### config.mk
export PLATFORM = sky130hd
export DESIGN_NAME = wb_merge_buffer
export DESIGN_NICKNAME = d
export VERILOG_FILES = /design/src/rtl/wb_pkg.sv /design/src/rtl/wb_fifo.sv /design/src/rtl/wb_merge_buffer.sv
export SDC_FILE = /design/constraint.sdc
export NUM_CORES = 1
export LEC_CHECK = 0
export CAP_MARGIN = 20
export CORE_UTILIZATION = 51
export CTS_CLUSTER_SIZE = 20
export DETAILED_ROUTE_END_ITERATION = 8
export PLACE_DENSITY = 0.84
export SLEW_MARGIN = 20
export SYNTH_ARGS = -nofsm -noshare
export SYNTH_HDL_FRONTEND = slang
export SYNTH_SLANG_ARGS = --single-unit
### constraint.sdc
create_clock -name clk -period 3.8 [get_ports clk]
set_clock_uncertainty 0.1 [all_clocks]
set_input_delay 0.76 -clock clk [delete_from_list [all_inputs] [get_ports clk]]
set_output_delay 0.76 -clock clk [all_outputs]
set_load 0.005 [all_outputs]
### src/rtl/wb_pkg.sv
// Shared types and constants for the write-back merge buffer.
package wb_pkg;

  localparam int unsigned DEPTH_DEFAULT = 4;
  localparam int unsigned WB_DATA_W     = 32;

  typedef logic [4:0] dest_t;

  localparam dest_t REG_ZERO = 5'd0;

  typedef struct packed {
    dest_t                dest;
    logic [WB_DATA_W-1:0] data;
  } wb_entry_t;

endpackage

### src/rtl/wb_fifo.sv
// Result FIFO for the long-latency unit: storage, wrapping pointers and occupancy count.
// Optional WB_PENDING_MASK_EN adds a per-register pending mask over the valid entries.
module wb_fifo
  import wb_pkg::*;
#(
  parameter int unsigned DEPTH  = DEPTH_DEFAULT,
  parameter int unsigned DATA_W = WB_DATA_W
) (
  input  logic              clk,
  input  logic              rst,
  input  logic              push_i,
  input  dest_t             push_dest_i,
  input  logic [DATA_W-1:0] push_data_i,
  input  logic              pop_i,
  output dest_t             head_dest_o,
  output logic [DATA_W-1:0] head_data_o,
  output logic              empty_o,
  output logic              full_o
`ifdef WB_PENDING_MASK_EN
  ,
  output logic [31:0]       pending_mask_o
`endif
);

  localparam int unsigned PTR_W = $clog2(DEPTH);
  localparam int unsigned CNT_W = PTR_W + 1;
  localparam logic [CNT_W-1:0] FULL_CNT = CNT_W'(DEPTH);

  dest_t             dest_q [DEPTH];
  logic [DATA_W-1:0] data_q [DEPTH];
  logic [PTR_W-1:0]  wr_ptr_q, rd_ptr_q;
  logic [CNT_W-1:0]  count_q;

  assign empty_o     = (count_q == {CNT_W{1'b0}});
  assign full_o      = (count_q == FULL_CNT);
  assign head_dest_o = dest_q[rd_ptr_q];
  assign head_data_o = data_q[rd_ptr_q];

  // Pointer and count update; power-of-two depth lets pointers wrap naturally.
  always_ff @(posedge clk) begin
    if (rst) begin
      wr_ptr_q <= {PTR_W{1'b0}};
      rd_ptr_q <= {PTR_W{1'b0}};
      count_q  <= {CNT_W{1'b0}};
    end else begin
      if (push_i) begin
        wr_ptr_q <= wr_ptr_q + {{(PTR_W-1){1'b0}}, 1'b1};
      end
      if (pop_i) begin
        rd_ptr_q <= rd_ptr_q + {{(PTR_W-1){1'b0}}, 1'b1};
      end
      case ({push_i, pop_i})
        2'b10:   count_q <= count_q + {{(CNT_W-1){1'b0}}, 1'b1};
        2'b01:   count_q <= count_q - {{(CNT_W-1){1'b0}}, 1'b1};
        default: count_q <= count_q;
      endcase
    end
  end

  // Entry storage; contents need no reset since validity comes from the count.
  always_ff @(posedge clk) begin
    if (push_i) begin
      dest_q[wr_ptr_q] <= push_dest_i;
      data_q[wr_ptr_q] <= push_data_i;
    end
  end

`ifdef WB_PENDING_MASK_EN
  // Walk slots from the head; only the first count_q slots hold live entries.
  always_comb begin
    pending_mask_o = 32'd0;
    for (int i = 0; i < DEPTH; i++) begin
      if (CNT_W'(i) < count_q) begin
        pending_mask_o[dest_q[rd_ptr_q + PTR_W'(i)]] = 1'b1;
      end else begin
        pending_mask_o = pending_mask_o;
      end
    end
  end
`endif

endmodule

### src/rtl/wb_merge_buffer.sv
// Merges two pipe lanes and a queued long-latency result stream onto two register-file write ports.
// Optional WB_PENDING_MASK_EN exposes pending_mask of destinations still queued.
module wb_merge_buffer
  import wb_pkg::*;
#(
  parameter int unsigned DEPTH  = DEPTH_DEFAULT,
  parameter int unsigned DATA_W = WB_DATA_W
) (
  input  logic              clk,
  input  logic              rst,
  input  logic              l0_valid,
  input  logic [4:0]        l0_dest,
  input  logic [DATA_W-1:0] l0_data,
  input  logic              l1_valid,
  input  logic [4:0]        l1_dest,
  input  logic [DATA_W-1:0] l1_data,
  input  logic              mdu_valid,
  input  logic [4:0]        mdu_dest,
  input  logic [DATA_W-1:0] mdu_data,
  output logic              mdu_ready,
  output logic              we1,
  output logic [4:0]        writeRegister1,
  output logic [DATA_W-1:0] writeData1,
  output logic              we2,
  output logic [4:0]        writeRegister2,
  output logic [DATA_W-1:0] writeData2
`ifdef WB_PENDING_MASK_EN
  ,
  output logic [31:0]       pending_mask
`endif
);

  dest_t             head_dest_s;
  logic [DATA_W-1:0] head_data_s;
  logic              empty_s, full_s;
  logic              l0_act_s, l1_act_s, kill_s, issue1_s, issue2_s, push_s, pop_s;

  logic              we1_q, we1_d, we2_q, we2_d;
  dest_t             wr1_q, wr1_d, wr2_q, wr2_d;
  logic [DATA_W-1:0] wd1_q, wd1_d, wd2_q, wd2_d;

  wb_fifo #(.DEPTH(DEPTH), .DATA_W(DATA_W)) u_fifo (
    .clk         (clk),
    .rst         (rst),
    .push_i      (push_s),
    .push_dest_i (mdu_dest),
    .push_data_i (mdu_data),
    .pop_i       (pop_s),
    .head_dest_o (head_dest_s),
    .head_data_o (head_data_s),
    .empty_o     (empty_s),
    .full_o      (full_s)
`ifdef WB_PENDING_MASK_EN
    ,
    .pending_mask_o (pending_mask)
`endif
  );

  assign mdu_ready = ~full_s;

  // Arbitration: lanes are younger, so a matching lane dest retires the head unwritten.
  always_comb begin
    l0_act_s = l0_valid && (l0_dest != REG_ZERO);
    l1_act_s = l1_valid && (l1_dest != REG_ZERO);
    kill_s   = !empty_s && ((l0_valid && (l0_dest == head_dest_s)) ||
                            (l1_valid && (l1_dest == head_dest_s)));
    issue1_s = !empty_s && !kill_s && !l0_act_s;
    issue2_s = !empty_s && !kill_s && l0_act_s && !l1_act_s;
    pop_s    = !rst && (kill_s || issue1_s || issue2_s);
    push_s   = !rst && mdu_valid && !full_s && (mdu_dest != REG_ZERO);

    we1_d = l0_act_s || issue1_s;
    if (l0_act_s) begin
      wr1_d = l0_dest;
      wd1_d = l0_data;
    end else if (issue1_s) begin
      wr1_d = head_dest_s;
      wd1_d = head_data_s;
    end else begin
      wr1_d = REG_ZERO;
      wd1_d = {DATA_W{1'b0}};
    end

    we2_d = l1_act_s || issue2_s;
    if (l1_act_s) begin
      wr2_d = l1_dest;
      wd2_d = l1_data;
    end else if (issue2_s) begin
      wr2_d = head_dest_s;
      wd2_d = head_data_s;
    end else begin
      wr2_d = REG_ZERO;
      wd2_d = {DATA_W{1'b0}};
    end
  end

  // Registered write ports.
  always_ff @(posedge clk) begin
    if (rst) begin
      we1_q <= 1'b0;
      wr1_q <= REG_ZERO;
      wd1_q <= {DATA_W{1'b0}};
      we2_q <= 1'b0;
      wr2_q <= REG_ZERO;
      wd2_q <= {DATA_W{1'b0}};
    end else begin
      we1_q <= we1_d;
      wr1_q <= wr1_d;
      wd1_q <= wd1_d;
      we2_q <= we2_d;
      wr2_q <= wr2_d;
      wd2_q <= wd2_d;
    end
  end

  assign we1            = we1_q;
  assign writeRegister1 = wr1_q;
  assign writeData1     = wd1_q;
  assign we2            = we2_q;
  assign writeRegister2 = wr2_q;
  assign writeData2     = wd2_q;

endmodule

==> reports/metrics.cfg <==
[clock_tree]
path_clk_slew_ns = 0.06
hold_buffers = 0
cts_buffers = 24
postCtsResizedCells = 0
clockBufferDepth = 3
clk_latency_ns = 0.51
cts-root-buf = clkbuf_16
cts-htree-levels = 1
postCtsSetupBuffers = 0
cts_tree = done
cts_sinks = 233

[route]
final_antenna_net_count = 0
drt_first_pass_iters = 5
drc_errors = 0
via_per_inst = 5.733
num_vias = 6174
drt_iter0_markers = 434
wire_per_inst_um = 20.55
finalWirelength_mm = 22.14

[setup_path]
crit_family = simple AND/OR/NAND/NOR gates
startpoint_type = input pin
path_cells = clkdlybuf4s50_1, or4_1, o21ai_4, nor2_1, a211oi_2, ha_1, inv_1, fa_1, xor2_1, or3_1, a21oi_1
crit_fanout = 3
max_stage_delay_ns = 0.62
crit_path_end_kind = flip-flop
cp.required_ns = 4.12
slowest_stage = or4_1
critPathBufInv = 2
path_class = input pin to flip-flop
worstPathArrival_ns = 3.61

[global_route]
grt_use_met3_pct = 3.679
antenna_found_initial = 1
grt_util_all_layers_pct = 24.53
globalRouteOverflowTotal = 0
grt_pass1_vias = 6226
grt_max_degree = 84
met1_usage_pct = 32.21
top_usage_layer = met2
grt_pass1_wl_mm = 34.19
met2_usage_pct = 41.79

[finish]
mostFrequentLayoutCells = 191 x clkdlybuf4s50_1, 148 x edfxtp_1, 83 x dfxtp_1
multiInputGateArea_um2 = 2570
area_growth_pct = 33.16
final_common_cell = clkdlybuf4s50_1
layout.nets = 955
layout-drive-gt1-share_pct = 12.57
finish.instance_area_um2 = 12030
regArea_um2 = 6148
fillers = 1157
fin_cells = 1077

[die]
die_h_um = 135.1
die_w_um = 135.1
rows = 48
start_util_pct = 52.25
die_area_um2 = 18260
core_area_um2 = 17300
ios = 193

[sta]
layout_min_cycle_time_ns = 3.291
hold_viol = 0
relSlewSlack_pct = 37.93
tightest_slew_ns = 0.9310
max_freq_mhz = 303.8
rsz0062_at_grt = no
period_share_pct = 86.62
tns_ns = 0
finalSetupViolCount = 0
slew_violations = 0

[yosys]
syn_area_per_cell_um2 = 14.10
yosysWarnings = 0
async_reset_ff_share_pct = 0
syn-num-nets = 763
yosys_register_bits = 233
synth_edf_count = 148
syn_area_um2 = 9037
syn_inst = 641
synth_ff_type = edfxtp_1
ys_seq_area_share_pct = 68.00
synth.distinct_cells = 40

[placement]
io_buffers = 192
dp.cells = 1032
dp_hpwl_mm = 14.28
gp_congestion = 0.8848
place_area_um2 = 11230

[pwr]
powerDensity_nw_per_um2 = 553.6
p_leak_nw = 4.142
peakVddDrop_mv = 0.3912

[hold_path]
worstHoldPathType = flip-flop to flip-flop

[job]
drv_cap = 0

[run_status]
status = finished clean

-- worst paths after layout --
kind / to / slack [ns] / cells past startpoint / from
max reg2reg: u_fifo.count_q[2] / 0.54 / 11 / flip-flop
max: u_fifo.count_q[2] / 0.51 / 11 / l0_dest[2]
min reg2reg: u_fifo.count_q[2] / 0.43 / 2 / u_fifo.count_q[2]
min: u_fifo.count_q[2] / 0.43 / 2 / u_fifo.count_q[2]
-- layout make-up --
type / instances / area share (%)
diodes: 1 / 0.02079
clock inverters: 14 / 0.9565
repair buffers: 211 / 17.32
well taps: 225 / 2.339
clock buffers: 30 / 5.698
inverters: 39 / 1.216
flip-flops and latches: 233 / 51.09
multi-input cells: 324 / 21.36
-- state kept, by name, summed over array words and instances (netlist names), named ones only --
register,flops
we1,1
writeData1,32
writeRegister1,5
writeRegister2,5
u_fifo.dest_q,20
we2,1
u_fifo.rd_ptr_q,2
u_fifo.data_q,128
u_fifo.count_q,3
writeData2,32
u_fifo.wr_ptr_q,2
-- kinds of logic (layout without fill, tap and decap cells) --
kind of cell | count (synthesis) | after routing | share of synthesized area, %
AND/OR/NAND/NOR | 176 | 176 | 9.470
AO/OA/AOI/OAI | 90 | 90 | 7.033
XOR/XNOR | 13 | 13 | 1.260
other | 0 | 1 | 0
multiplexers | 39 | 39 | 9.442
flip-flops | 233 | 233 | 68.00
buffers and inverters | 84 | 294 | 3.876
adder cells (fa/ha/maj) | 6 | 6 | 0.9138
-- worst min-delay path, stage by stage (launching register included) --
cell and delay (ns):
dfxtp_1 0.33, o21ai_0 0.08, a21oi_1 0.06
-- metrics by stage --
step | worst slack (ns) | power (mW) | hold WS, ns | utilization, %
CTS | 0.5358 | 6.711 | 0.4231 | 69.56
global route | 0.3397 | 6.927 | 0.4602 | 69.56
global placement | 0.09610 | 4.334 | 0.4050 | 64.93
detailed placement | 0.04673 | 4.367 | 0.4089 | 64.93
floorplan | 0.5018 | 3.781 | 0.3789 | -
finish | 0.5086 | 6.662 | 0.4260 | 69.57
-- routing by layer --
metal  up-vias  wire length, µm
met5         -                0
met4         0              594
met3        48             1608
met2       288            11120
met1      3080             8816
li1       2758                -
-- cell usage after synthesis (2+ instances only) --
library cell  number  area share [%]
buf_2             10            0.55
or3_1              2            0.14
o21ai_0            2            0.11
mux2i_1            2            0.22
inv_1             39             1.6
xnor2_1           11             1.1
nand2_1           69             2.9
buf_4              4            0.33
nand4_1            3            0.21
edfxtp_1         148              49
nand3_1           35             1.9
a32oi_1            4            0.39
o32ai_1           32             3.1
xor2_1             2            0.19
nor2b_1            3            0.21
a311o_1            2            0.22
dfxtp_1           85              19
nor2_1            13            0.54
ha_1               5            0.69
or4_1              2            0.17
a32o_1             4            0.44
and2_1            40             2.8
o21ai_1            2            0.11
clkbuf_1          29             1.2
a21oi_1           39             2.2
nor3_1             4            0.22
mux4_2            37             9.2
-- power breakdown --
part	total, mW	internal [mW]	switching (mW)	leakage (nW)
clock	2.34	1.41	0.934	0.397
sequential	2.93	2.85	0.0736	2.04
combinational	1.39	0.707	0.686	1.70
(Power assumes the default switching activity.)
==> RTL change 1 (same flow settings) <==
Set the package constant `REG_ZERO` to 5'd1 (it was 5'd0).
--- a/src/rtl/wb_pkg.sv
+++ b/src/rtl/wb_pkg.sv
@@ -8,3 +8,3 @@
 
-  localparam dest_t REG_ZERO = 5'd0;
+  localparam dest_t REG_ZERO = 5'd1;
 
Behaviour: not the same (a bounded check fails within 4 cycles, from zero or initial values and one cycle with rst high).
==> RTL change 1 against the unedited design <==
- worst setup slack better by 34 ps
- total power fell by 0.56%
- routed wire length decreased by 2.6%
- global-route usage shrank 0.73 points
- area after synthesis about the same
- final area about the same
- sequential power hardly changed
- sequential cell count is the same
- synthesized cell count up 0.47%
- core utilization about the same
- critical path type is now register to register
- critical endpoint unchanged
==> RTL change 1: results (changes against the unedited design) <==
| Metric | Value |
|---|---|
| Buffers, non-clock | `214 (+1.4%)` |
| HPWL after detailed placement | `13.9 mm (-2.9%)` |
| R2R setup slack | `between 500 and 600 ps` |
| Total GRT Usage | `0.238 (-0.00725)` |
| Final RePlAce weighted congestion | `0.904 (+2.2%)` |
| Met2 usage | `0.412 (-0.00598)` |
| CLK BUF | `33 (+10%)` |
| Clock network area share | `0.0652 (-0.00132)` |
| Max reg flops | `128 (unchanged)` |
| Peak VDD IR | `395 uV (+1.0%)` |
| Fraction of area in multi-input gates | `0.213 (-0.000223)` |
| N_diodes | `0 (-1)` |
| Final-layout non-clock buffer area share | `0.174 (+0.000904)` |
| Fill cells | `1,181 (+2.1%)` |
| Switching Share | `0.252 (-0.00212)` |
| Top post-synthesis cells by count | `148 x edfxtp_1, 85 x dfxtp_1, 70 x nand2_1` |
| Vias in the first global route | `6,211 (-0.24%)` |
| Port buffer count | `192 (unchanged)` |
| Clk_lat worst skew | `510 ps (about the same)` |
| Synth cell types | `41 (+2.5%)` |
| Starting DRT DRC Count | `533 (+23%)` |
| CP max-delay cell | `mux4_2` |
| Setup CP Type | `register to register` |
| GR Util met3 | `0.0383 (+0.00150)` |
| Initial antenna violation count | `0 (-1)` |
| Post-synthesis sequential area ratio | `0.680 (about the same)` |
| Worst hold slack | `408 ps (-17.5 ps)` |
| Ys Warns | `0 (unchanged)` |
| Hold Path End | `u_fifo.count_q[2]` |
| #MultiIn Comb | `325 (+0.31%)` |
| H-tree levels | `1 (unchanged)` |
| Met1 Resource Use GR | `0.305 (-0.0175)` |
| Flops & latches, synth | `233 (unchanged)` |
| Postcts setup bufs | `0 (unchanged)` |
| Layout cells sized above 1 | `0.125 (-0.000880)` |
| Leakage | `4.17 nW (+0.68%)` |
| Share of power burned in registers | `0.441 (+0.002)` |
| DR pass1 iterations | `5 (unchanged)` |
| Non-clk invs | `41 (+5.1%)` |
| Worst Max-Slew Pin Slew | `771 ps (-160 ps)` |
| Crit-path leading delay family | `compound AO/OA/AOI/OAI gates` |
| CTS-repair resized insts | `0 (unchanged)` |
| Cts bufs inserted | `24 (unchanged)` |
| Min-Delay Path Depth | `2 (unchanged)` |
| CP max FO | `7 (+4)` |
| Worst path max stage delay | `approximately 610 ps` |
| Fin nets | `961 (+0.63%)` |
| Post-synth net total | `766 (+0.39%)` |
| Asr flop ratio synth | `0 (unchanged)` |
| Worst Path Arrival | `3600 ps (about the same)` |
| Via/cell ratio | `5.61 (-2.1%)` |
| Post-synth EDFFs | `148 (unchanged)` |
| Hold path startpoint | `u_fifo.count_q[2]` |
| Status | `finished, final reports clean` |
| WL/cell | `19.9 um (-3.1%)` |
| Area contributors post-synth | `edfxtp_1 49%, dfxtp_1 19%, mux4_2 9.2%, o32ai_1 3.1%, nand2_1 2.9%` |
| Pin count of the biggest net entering global routing | `71 (-15%)` |
| Crit Reg-Reg Endpoint | `u_fifo.count_q[2]` |
| First-pass GRT wire length | `33.2 mm (-2.8%)` |
| Sequential share of cell area | `0.511 (about the same)` |
RTL change 1: cell types whose count changed after synthesis, sizes merged, moves of 2 or more:
cell	delta
or4	-2
nor4	+3
a21o	+2
inv	+2
o21ai	-2
RTL change 1: through the flow:
stage,power (mW),std cells,setup slack [ps],area (um^2),util
floorplan,3.78,644,482,9030,-
global placement,4.32,1038,302,11200,0.650
detailed placement,4.36,1038,280,11200,0.650
CTS,6.67,1082,520,12000,0.695
global route,6.90,1082,326,12000,0.695
finish,6.62,1082,542,12000,0.695
RTL change 1: logic make-up after synthesis:
kind of cell / Yosys count / synth area share
adder cells (fa/ha/maj): 6 / 0.00914
XOR/XNOR: 13 / 0.0126
buffers and inverters: 86 / 0.0377
AND/OR/NAND/NOR: 178 / 0.0958
flip-flops: 233 / 0.680
multiplexers: 39 / 0.0945
AO/OA/AOI/OAI: 89 / 0.0699
RTL change 1: layer usage:
layer	up-vias	wire length, um
li1	2772	-
met1	2995	8730
met2	269	10900
met3	39	1390
met4	0	498
met5	-	0
==> RTL change 2 (same flow settings) <==
Made on the original files. Make the reset (`rst`) asynchronous in 2 clocked blocks.
--- a/src/rtl/wb_fifo.sv
+++ b/src/rtl/wb_fifo.sv
@@ -39,3 +39,3 @@
   // Pointer and count update; power-of-two depth lets pointers wrap naturally.
-  always_ff @(posedge clk) begin
+  always_ff @(posedge clk or posedge rst) begin
     if (rst) begin
--- a/src/rtl/wb_merge_buffer.sv
+++ b/src/rtl/wb_merge_buffer.sv
@@ -97,3 +97,3 @@
   // Registered write ports.
-  always_ff @(posedge clk) begin
+  always_ff @(posedge clk or posedge rst) begin
     if (rst) begin
Function: differs if rst is asserted again (counterexample within 4 cycles, from zero or initial values and one cycle with rst high); with rst held inactive, the same outputs for 4 cycles.
==> RTL change 2 against the unedited design <==
- total power grew 20%
- worst setup slack got worse by 150 ps
- final area down 0.75%
- combinational power rose by 60%
- die area shrank 0.71%
- non-clock buffer count shrank 11
- critical endpoint is now writeData2[31]
- routed wire length is 11% lower
- highest routed layer unchanged
- critical path type is now register to register
- area after synthesis decreased by 0.72%
- final cell count is 9.1% lower
- sequential share of layout area increased by 3.5 points
- sequential cell count is 2 lower
==> RTL change 2: results (changes against the unedited design) <==
| Metric | Value |
|---|---|
| Status | `finished, final reports clean` |
| Syn Inst Count | `541 (-16%)` |
| Area contributors post-synth | `edfxtp_1 50%, dfrtp_1 23%, mux4_2 9.0%, nand2_1 4.4%, o21ai_2 2.9%` |
| Top post-synthesis cells by count | `148 x edfxtp_1, 105 x nand2_1, 83 x dfrtp_1` |
| Fin nets | `858 (-10%)` |
| Final RePlAce weighted congestion | `0.833 (-5.8%)` |
| CP max FO | `38 (+35)` |
| WL/cell | `20.0 um (-2.5%)` |
| Initial antenna violation count | `0 (-1)` |
| Reg with most FFs | `u_fifo.data_q` |
| Total GRT Usage | `0.222 (-0.0235)` |
| Post-Synth Adder-Cell Area | `0.00920 (+0.0000663)` |
| Max reg flops | `128 (unchanged)` |
| Post-synthesis sequential area ratio | `0.727 (+0.0468)` |
| Asr flop ratio synth | `0.359 (+0.359)` |
| Wire length on met3 | `1.14 mm (-29%)` |
| N_diodes | `0 (-1)` |
| Via/cell ratio | `5.44 (-5.2%)` |
| Start point of the critical path | `u_fifo.rd_ptr_q[1]` |
| WL met2 | `10.4 mm (-6.8%)` |
| Finished Layout Cells | `979 (-9.1%)` |
| Fill cells | `1,062 (-8.2%)` |
| DRT met1 WL | `7.84 mm (-11%)` |
| First-pass GRT wire length | `30.2 mm (-12%)` |
| Synth Area in XOR/XNOR | `0.0156 (+0.00302)` |
| Min-Delay Path Depth | `1 (-1)` |
| Post-Place Setup Slack | `317 ps (+271 ps)` |
| Leakage | `4.43 nW (+7.0%)` |
| Peak VDD IR | `394 uV (+0.72%)` |
| Max-Slew Margin vs Limit | `0.277 (-0.102)` |
| Top sig layer | `met4` |
| Placed Cells | `935 (-9.4%)` |
| Hold path startpoint | `u_fifo.count_q[2]` |
| CP max-delay cell | `dfrtp_2` |
| Mux contribution to synthesized area | `0.0944 (about the same)` |
| Worst path max stage delay | `740 ps (+120 ps)` |
| Starting DRT DRC Count | `228 (-47%)` |
| Clk_lat worst skew | `roughly 500 ps` |
| Post-synth net total | `663 (-13%)` |
| R2R cell count | `7 (-4)` |
| Synth cell types | `33 (-18%)` |
| Post-DP Area | `0.0111 mm^2 (-1.2%)` |
| HPWL after detailed placement | `12.2 mm (-15%)` |
| Vias in the first global route | `5,644 (-9.3%)` |
| Layout cells sized above 1 | `0.166 (+0.0400)` |
| Synth Area in Compound Gates | `0.0732 (+0.00288)` |
| Worst Path Arrival | `3690 ps (+80 ps)` |
## RTL change 2: changes by cell type after synthesis, moves of 30 or more
cell	unedited run	this run
and2_1	40	4
o21ai_2	0	30
o32ai_1	32	0
dfrtp_1	0	83
nand2_1	69	105
dfxtp_1	85	0
o31ai_1	0	32
a21oi_1	39	0
nand3_1	35	1
## RTL change 2: logic make-up (layout without fill, tap and decap cells)
group / count (synthesis) / count (layout)
mux: 38 / 38
simple gates: 124 / 124
buf+inv: 43 / 256
fa+ha+maj: 6 / 6
flops: 231 / 231
compound gates: 83 / 83
xor+xnor: 16 / 16
## RTL change 2: worst paths after layout
path | end | slack (ps)
max in group asynchronous | u_fifo.rd_ptr_q[0] | 2250
min in group asynchronous | writeRegister2[0] | 800
worst max register to register | writeData2[31] | 360
worst max-delay path | writeData2[31] | 360
worst min register to register | u_fifo.count_q[2] | 430
worst min-delay path | u_fifo.count_q[2] | 430
## RTL change 2: cell type report
type	instances	area, um^2	area share
Inverter	12	48.8	0.00409
Clock buffer	34	733	0.0614
Timing Repair Buffer	200	1990	0.166
Tap cell	225	282	0.0236
Sequential cell	231	6520	0.546
Clock inverter	10	111	0.00932
Multi-Input combinational cell	267	2260	0.189
## RTL change 2: layer usage
metal	vias to the layer above	GRT usage
li1	2421	-
met1	2683	0.275
met2	195	0.405
met3	24	0.0349
met4	0	0.0593
met5	-	0
## RTL change 2: critical path: cells and delay by family, from the launching register on
kind	cells	cell delay, ps
and+or+nand+nor	2	860
DFF	1	740
muxes	1	520
buffers and inverters	1	450
AOI/OAI and AO/OA	2	420
xor gates and xnor gates	1	180
## RTL change 2: power by group
group	internal, mW	leakage [nW]	switching (mW)
clock network	1.49	0.414	0.932
registers	3.12	2.35	0.197
logic	1.16	1.66	1.07
total	5.77	4.43	2.20
